**src/rtl/dec4_to_bin16.sv**
```systemverilog
// Packed 4-digit BCD to 16-bit binary converter.
// Converts by repeated weighted addition, one digit unit per clock.
module dec4_to_bin16 (
  input  logic        clk,
  input  logic        rst,
  input  logic [15:0] DEC,
  input  logic        st,
  output logic [15:0] BIN,
  output logic [2:0]  ptr_dig,
  output logic        en_conv,
  output logic        ok,
  output logic        err
);

  typedef enum logic [1:0] {
    IDLE,
    RUN,
    DONE
  } state_t;

  state_t           state;
  logic [3:0][3:0]  cnt;
  logic [13:0]      acc;
  logic [13:0]      wgt;
  logic [1:0]       idx;
  logic [3:0]       cur;
  logic             bcd_ok;

  // ptr 4..1 maps onto cnt[3..0]; idx is don't-care when ptr is 0
  assign idx = ptr_dig[1:0] - 2'd1;
  assign cur = cnt[idx];

  assign bcd_ok = (DEC[15:12] <= 4'd9) &&
                  (DEC[11:8]  <= 4'd9) &&
                  (DEC[7:4]   <= 4'd9) &&
                  (DEC[3:0]   <= 4'd9);

  always_comb begin
    wgt = 14'd0;
    unique case (1'b1)
      ptr_dig == 3'd4: wgt = 14'd1000;
      ptr_dig == 3'd3: wgt = 14'd100;
      ptr_dig == 3'd2: wgt = 14'd10;
      ptr_dig == 3'd1: wgt = 14'd1;
      default:         wgt = 14'd0;
    endcase
  end

  always_ff @(posedge clk or posedge rst) begin
    if (rst) begin
      state   <= IDLE;
      cnt     <= '0;
      acc     <= '0;
      BIN     <= '0;
      ptr_dig <= '0;
      en_conv <= 1'b0;
      ok      <= 1'b0;
      err     <= 1'b0;
    end else if (st) begin
      cnt <= DEC;
      acc <= '0;
      ok  <= 1'b0;
      if (bcd_ok) begin
        state   <= RUN;
        ptr_dig <= 3'd4;
        en_conv <= 1'b1;
        err     <= 1'b0;
      end else begin
        state   <= DONE;
        ptr_dig <= 3'd0;
        en_conv <= 1'b0;
        err     <= 1'b1;
      end
    end else begin
      unique case (state)
        IDLE: begin
          ok <= 1'b0;
        end
        RUN: begin
          if (cur != 4'd0) begin
            acc      <= acc + wgt;
            cnt[idx] <= cur - 4'd1;
          end else if (ptr_dig > 3'd1) begin
            ptr_dig <= ptr_dig - 3'd1;
          end else begin
            state   <= DONE;
            ptr_dig <= 3'd0;
            en_conv <= 1'b0;
          end
        end
        DONE: begin
          ok    <= 1'b1;
          state <= IDLE;
          if (!err)
            BIN <= {2'b00, acc};
        end
        default: begin
          state <= IDLE;
        end
      endcase
    end
  end

endmodule

```
**config.mk**
```make
export PLATFORM = sky130hd
export DESIGN_NAME = dec4_to_bin16
export DESIGN_NICKNAME = d
export VERILOG_FILES = /design/src/rtl/dec4_to_bin16.sv
export SDC_FILE = /design/constraint.sdc
export NUM_CORES = 1
export LEC_CHECK = 0
export CAP_MARGIN = 25
export CORE_MARGIN = 1.5
export CORE_UTILIZATION = 63
export DETAILED_ROUTE_END_ITERATION = 16
export DONT_BUFFER_PORTS = 1
export GPL_TIMING_DRIVEN = 0
export PLACE_DENSITY = 0.76
export SETUP_SLACK_MARGIN = 0.02
export SLEW_MARGIN = 10
export SYNTH_ARGS = -nofsm -noshare
export SYNTH_HDL_FRONTEND = slang
export SYNTH_SLANG_ARGS = --single-unit
```
**constraint.sdc**
```tcl
create_clock -name clk -period 4.47 [get_ports clk]
set_clock_uncertainty 0.15 [all_clocks]
set_input_delay 0.894 -clock clk [delete_from_list [all_inputs] [get_ports clk]]
set_output_delay 0.894 -clock clk [all_outputs]
set_load 0.01 [all_outputs]
```
==> impl_metrics.csv, run 1 <==
group,metric,value,unit
setup_path,start_kind,"flip-flop",
clock_tree,htree_levels,2,
power,p_leak,0.00151,uW
synthesis,synth_edf_count,0,
clock_tree,hold_buffers,0,
setup_path,crit_type,"flip-flop to flip-flop",
sta,rsz0062_at_grt,"false",
sta,fin_tns_setup,0,ns
clock_tree,post-cts-setup-buffers,0,
synthesis,yosys_warnings,0,
synthesis,ys_seq_elements,52,
power,pwr-share-seq,0.555,
sta,max_freq,251,MHz
sta,finalHoldViolCount,0,
power,netSwitchingPower,275,uW
layout,design_area,3310,um2
layout,syn2layout_area_growth,6.52,%
route,num_vias,2415,
die,rows,25,
die,die_w,73.3,um
synthesis,synthDistinctLibCells,48,
setup_path,worstPathMaxFanout,9,
hold_path,worstHoldPathType,"primary input to asynchronous set/reset pin",
route,viasPerCell,6.24,
synthesis,synth.top_cells.by_count,"52 x dfrtp_1, 34 x nand2_1, 21 x nor2_1",
power,combPwrFrac,0.141,
sta,fin_crit_sh,0.892,
route,detail-route-antenna-nets,0,
setup_path,end_kind,"flip-flop",
layout,diodes,0,
clock_tree,ctsResizeCount,0,
synthesis,synth_top_area_frac,0.418,
synthesis,yosysMostFrequentCell,"dfrtp_1",
global_route,grt_pass1_vias,2301,
sta,slew_viol_final,0,
power,power_frac_clock,0.305,
power,powerDensity,284,nW/um2
synthesis,ys.flop_type,"dfrtp_1",
power,power_switching_share,0.292,
placement,gp_congestion,0.966,
route,wl,7.07,mm
sta,finalCriticalPeriod,3.99,ns
synthesis,syn_avg_cell_area,10.0,um2
setup_path,crit_arrival,4.07,ns
global_route,grt_first_pass_wirelength,11.4,mm
die,die-area,5370,um2
route,drc_errors,0,
die,start_util,0.654,
setup_path,cp-startpoint,"ptr_dig[0]",
synthesis,yosysSeqAreaShare,0.418,
placement,dpl_cell_area,3220,um2
global_route,antenna_found_initial,0,
clock_tree,numCtsBuffers,5,
sta,relSlewSlack,0.428,
synthesis,synth_cells,310,
setup_path,cp.required,4.56,ns
clock_tree,clockRootBuffer,"clkbuf_8",
sta,setup_viol,0,
clock_tree,clock-sinks,52,
clock_tree,clock_latency,0.31,ns
global_route,overflow,0,
sta,tightestPinTransition,0.851,ns
synthesis,syn_area,3110,um2
clock_tree,clk_path_buf_depth,2,
die,io_pins,41,
placement,dp_hpwl,5.18,mm
synthesis,synth_area_leader_cell,"dfrtp_1",
global_route,grt.total_usage,0.282,
power,intPower,667,uW
setup_path,r2r_start,"ptr_dig[0]",
route,dr.pass1.iters,4,
placement,port_buffers,0,
layout,nets,358,
layout,layout-drive-gt1-share,0.125,
run_status,status,"finished, final reports clean",
layout,fillers,389,
synthesis,synthTopCellsByArea,"dfrtp_1 42%, ha_1 7.6%, mux2_2 6.5%",
synthesis,async_flop_share,1.00,
power,ir_worst_vdd,0.255,mV
route,routedWlPerCell,18.3,um
die,die_y,73.3,um
job,drv_cap,0,
clock_tree,cts_tree,"yes",
die,core,4750,um2
global_route,grt_max_degree,34,
route,drtIter0Drc,235,
clock_tree,clk_transition_reported_paths,0.10,ns
routing by layer:
metal | GRT usage | wire [um] | vias up
li1 | - | - | 1133
met1 | 0.387 | 3280 | 1187
met2 | 0.462 | 3320 | 87
met3 | 0.0604 | 401 | 8
met4 | 0.0566 | 61 | 0
met5 | 0 | 0 | -
path summary, 6_finish.rpt:
kind	slack, ns	to	cells after the start
max	0.48	acc[13]	13
min	0.30	BIN[12]	1
max reg2reg	0.48	acc[13]	13
min reg2reg	0.40	acc[7]	2
max in group asynchronous	3.35	ptr_dig[0]	2
min in group clk	0.40	acc[7]	2
per-stage QoR:
step | setup slack [ns] | utilization | power (uW) | cells | hold WS [ns]
6_report | 0.485 | 0.697 | 941 | 387 | 0.296
5_1_grt | 0.279 | 0.697 | 980 | 387 | 0.328
4_1_cts | 0.522 | 0.697 | 946 | 387 | 0.309
3_5_place_dp | 0.548 | 0.677 | 662 | 379 | 0.388
3_3_place_gp | 0.597 | 0.673 | 654 | 378 | 0.368
2_1_floorplan | 0.993 | - | 627 | 311 | 0.344
registers in the layout, indices dropped and copies added (netlist names):
signal,cells
cnt,16
ptr_dig,3
BIN,14
acc,14
state,2
ok,1
en_conv,1
err,1
worst max-delay path, stage by stage (launching register included):
cell and delay [ns]:
dfrtp_1 0.55, buf_2 0.29, inv_1 0.17, ha_1 0.35, buf_6 0.16, mux2i_1 0.12, mux2_2 0.33, ha_1 0.25
and4_1 0.19, buf_6 0.14, or3_1 0.33, clkbuf_2 0.20, or4_1 0.52, a21oi_1 0.16
power by group through the flow:
| stage | Sequential [uW] | Clock (uW) | Combinational, uW |
|---|---|---|---|
| 2_1_floorplan | 525 | 0 | 102 |
| 3_3_place_gp | 530 | 0 | 125 |
| 3_5_place_dp | 531 | 0 | 131 |
| 4_1_cts | 522 | 293 | 132 |
| 5_1_grt | 525 | 309 | 146 |
| 6_report | 522 | 287 | 132 |
area by class of cell:
cell class / count / area [um2] / area share
repair buffers: 1 / 20.0 / 0.00604
multi-input cells: 230 / 1680 / 0.506
inverters: 12 / 45.0 / 0.0136
clock buffers: 5 / 68.8 / 0.0208
clock inverters: 3 / 26.3 / 0.00793
well taps: 67 / 83.8 / 0.0253
plain buffers: 17 / 90.1 / 0.0272
flip-flops and latches: 52 / 1300 / 0.393
kinds of logic (layout without fill, tap and decap cells):
logic type / Yosys count / count (layout) / synth area share
adder cells (fa/ha/maj): 20 / 20 / 0.0829
other: 1 / 2 / 0.00121
AND/OR/NAND/NOR: 98 / 98 / 0.152
buffers and inverters: 29 / 38 / 0.0434
AO/OA/AOI/OAI: 67 / 67 / 0.147
flip-flops: 52 / 52 / 0.418
multiplexers: 39 / 39 / 0.143
XOR/XNOR: 4 / 4 / 0.0113
cell usage in the layout (no fill, tap or decap), types with 3 or more instances in the layout:
cell	count
dfrtp_1	52
nand2_1	34
nor2_1	21
mux2i_1	19
ha_1	19
mux2_2	18
o21ai_0	16
a21oi_1	13
inv_1	11
clkbuf_1	10
nor3_1	7
a211oi_1	6
nor2b_1	6
nand3_1	6
a21o_1	5
o311ai_0	5
clkbuf_8	5
or3_1	4
nor3b_1	4
a221o_1	4
nand2b_1	3
xnor2_1	3
o21a_1	3
a31oi_1	3
or2_2	3
No activity file was read; power rests on OpenSTA's default activity.
==> run 2: changes to the inputs <==
--- a/config.mk
+++ b/config.mk
@@ -11,7 +11,7 @@
 export DETAILED_ROUTE_END_ITERATION = 16
 export DONT_BUFFER_PORTS = 1
 export GPL_TIMING_DRIVEN = 0
-export PLACE_DENSITY = 0.76
+export PLACE_DENSITY = 0.86
 export SETUP_SLACK_MARGIN = 0.02
 export SLEW_MARGIN = 10
 export SYNTH_ARGS = -nofsm -noshare
==> constraint.sdc (replaced) <==
create_clock -name clk -period 3.71 [get_ports clk]
set_clock_uncertainty 0.15 [all_clocks]
set_input_delay 0.742 -clock clk [delete_from_list [all_inputs] [get_ports clk]]
set_output_delay 0.742 -clock clk [all_outputs]
set_load 0.01 [all_outputs]
==> run 2 against run 1 <==
Effect of this change:
- sequential share of layout area is 0.48 points lower
- via count grew 1.4%
- critical path depth stayed put
- hold slack worse by 0.15 ns
- register-to-register slack worse by 0.35 ns
- final area is 1.4% higher
- utilization grew 1.0 points
- first-iteration DRC count down 43%
- wire length decreased by 2.7%
- combinational power grew 24%
- die area did not move
- critical path type unchanged
- largest power group unchanged
==> impl_metrics.csv, run 2 (synthesis results as in run 1) <==
group,metric,value,unit
run_status,status,"finished, final reports clean",
layout,layout-drive-gt1-share,0.155,
die,io_pins,41,
setup_path,r2r_end,"acc[13]",
clock_tree,clockRootBuffer,"clkbuf_8",
power,powerDensity,335,nW/um2
layout,fillers,367,
clock_tree,cts_tree,"yes",
layout,top_register,"cnt",
layout,layout_commonest_cell,"dfrtp_1",
layout,nets,361,
die,core,4750,um2
clock_tree,clock_latency,0.30,ns
setup_path,crit_arrival,3.66,ns
die,rows,25,
die,die_w,73.3,um
global_route,grt.total_usage,0.280,
setup_path,worst-path-stages,13,
job,drv_cap,0,
hold_path,worstHoldPathType,"primary input to asynchronous set/reset pin",
setup_path,r2r_start,"ptr_dig[0]",
setup_path,slowest_delay,0.51,ns
sta,slew_viol_final,0,
power,netSwitchingPower,310,uW
layout,design_area,3360,um2
sta,finalCriticalPeriod,3.57,ns
route,drc_errors,0,
layout,syn2layout_area_growth,8.04,%
setup_path,cpLargestDelayFamily,"simple AND/OR/NAND/NOR gates",
setup_path,slowest_stage,"or4_4",
placement,gp_congestion,0.899,
route,routedWlPerCell,17.6,um
global_route,grt_max_degree,35,
clock_tree,clk_path_buf_depth,2,
route,dr.pass1.iters,4,
clock_tree,clock-sinks,52,
setup_path,critical_path_buf_inv_count,5,
power,p_leak,0.00152,uW
placement,place_inst,379,
sta,finalHoldViolCount,0,
route,wl,6.88,mm
clock_tree,hold_buffers,0,
layout,largestRegisters,"cnt: 16 flops, BIN: 14 flops, acc: 14 flops",
power,power_frac_clock,0.296,
placement,dp_hpwl,5.01,mm
setup_path,end_kind,"flip-flop",
global_route,overflow,0,
power,pwr-share-seq,0.559,
layout,seqCellArea,1300,um2
clock_tree,htree_levels,2,
die,die_y,73.3,um
global_route,antenna_found_initial,0,
die,start_util,0.654,
power,power_switching_share,0.275,
layout,most-common-layout-cells,"50 x dfrtp_1, 34 x nand2_1, 21 x nor2_1",
setup_path,cpMostUsedCell,"buf_6",
clock_tree,clk_transition_reported_paths,0.09,ns
placement,port_buffers,0,
layout,diodes,0,
route,viasPerCell,6.28,
setup_path,cp.required,3.79,ns
power,intPower,816,uW
setup_path,crit_type,"flip-flop to flip-flop",
die,die-area,5370,um2
placement,dpl_cell_area,3220,um2
global_route,grt_pass1_vias,2430,
sta,rsz0062_at_grt,"false",
setup_path,r2r_slack,0.14,ns
route,detail-route-antenna-nets,0,
route,num_vias,2450,
setup_path,cp-startpoint,"ptr_dig[0]",
setup_path,crit_chain,"buf_6 -> clkinvlp_4 -> ha_1 -> buf_6 -> mux2i_1 -> mux2_4 -> ha_2 -> and4_1 -> buf_6 -> or3_1 -> buf_4 -> or4_4 -> a21oi_2",
layout,stdcell_count,390,
sta,relSlewSlack,0.439,
sta,max_freq,280,MHz
route,drtIter0Drc,133,
setup_path,start_kind,"flip-flop",
sta,tightestPinTransition,0.835,ns
power,ir_worst_vdd,0.281,mV
sta,fin_crit_sh,0.963,
setup_path,rr_worst_depth,13,
sta,setup_viol,0,
setup_path,worstPathMaxFanout,9,
layout,multi_input_area,1690,um2
global_route,grt_first_pass_wirelength,11.3,mm
layout,largest_reg_flops,16,
setup_path,crit_path_end,"acc[13]",
layout,fin_util,0.707,
clock_tree,numCtsBuffers,5,
power,combPwrFrac,0.145,
-- run 2: changes by cell type in the layout (fill, tap and decap cells not counted), moves of 2 or more --
cell / delta
buf_4: +5
buf_2: -2
clkinv_2: +2
dfrtp_1: -2
dfrtp_2: +2
inv_6: -2
-- run 2: routing by layer --
layer  routed length (um)  vias up  track usage  part of all wire
met1                 3100     1206        0.386              0.45
li1                     -     1139            -                 -
met2                 3190       98        0.434              0.46
met3                  520        7       0.0754             0.076
met5                    0        -            0                 0
met4                   65        0       0.0776            0.0094
-- run 2: how the worst min path moves through the flow --
stage          startpoint  cells past startpoint  endpoint
4_1_cts               rst                      1  state[0]
3_5_place_dp       acc[7]                      1    BIN[7]
2_1_floorplan     acc[13]                      1   BIN[13]
5_1_grt               rst                      1  state[0]
6_report              rst                      1  state[0]
3_3_place_gp      acc[13]                      1   BIN[13]
-- run 2: power groups by stage --
stage	logic, uW	clock network, uW	registers [uW]
2_1_floorplan	123	0	632
3_3_place_gp	152	0	638
3_5_place_dp	158	0	640
4_1_cts	159	344	629
5_1_grt	183	367	635
6_report	164	333	629
-- run 2: worst register-to-register path, cell delays in order (launching register included) --
cell and delay, ns:
dfrtp_2 0.48, buf_6 0.16, clkinvlp_4 0.09, ha_1 0.30, buf_6 0.15, mux2i_1 0.13, mux2_4 0.32, ha_2 0.21
and4_1 0.18, buf_6 0.14, or3_1 0.35, buf_4 0.18, or4_4 0.52, a21oi_2 0.15
-- run 2: timing repair --
| action | in CTS | in global routing |
|---|---|---|
| setup buffers | 1 | 3 |
| resized for setup | 4 | 9 |
| endpoints found under the hold margin | 0 | 0 |
| pin swaps | 0 | 0 |
| setup endpoints to repair | 21 | 16 |
| gates cloned | 0 | 0 |
-- run 2: final cells by class --
cell class / count / share of cell area
multi-input cells: 230 / 0.502
flip-flops and latches: 52 / 0.388
plain buffers: 16 / 0.0279
well taps: 67 / 0.0249
clock buffers: 6 / 0.0246
repair buffers: 5 / 0.0149
inverters: 12 / 0.0145
clock inverters: 2 / 0.00298
-- run 2: per-stage QoR --
| step | hold WS (ns) | TNS (ns) | worst slack [ns] | total power [uW] |
|---|---|---|---|---|
| final | 0.149 | 0 | 0.138 | 1130 |
| after global routing | 0.165 | 0 | 0.0301 | 1180 |
| after CTS | 0.161 | 0 | 0.0382 | 1130 |
| after detailed placement | 0.389 | -1.03 | -0.163 | 798 |
| after global placement | 0.365 | -0.803 | -0.130 | 789 |
| after floorplan | 0.344 | 0 | 0.233 | 755 |
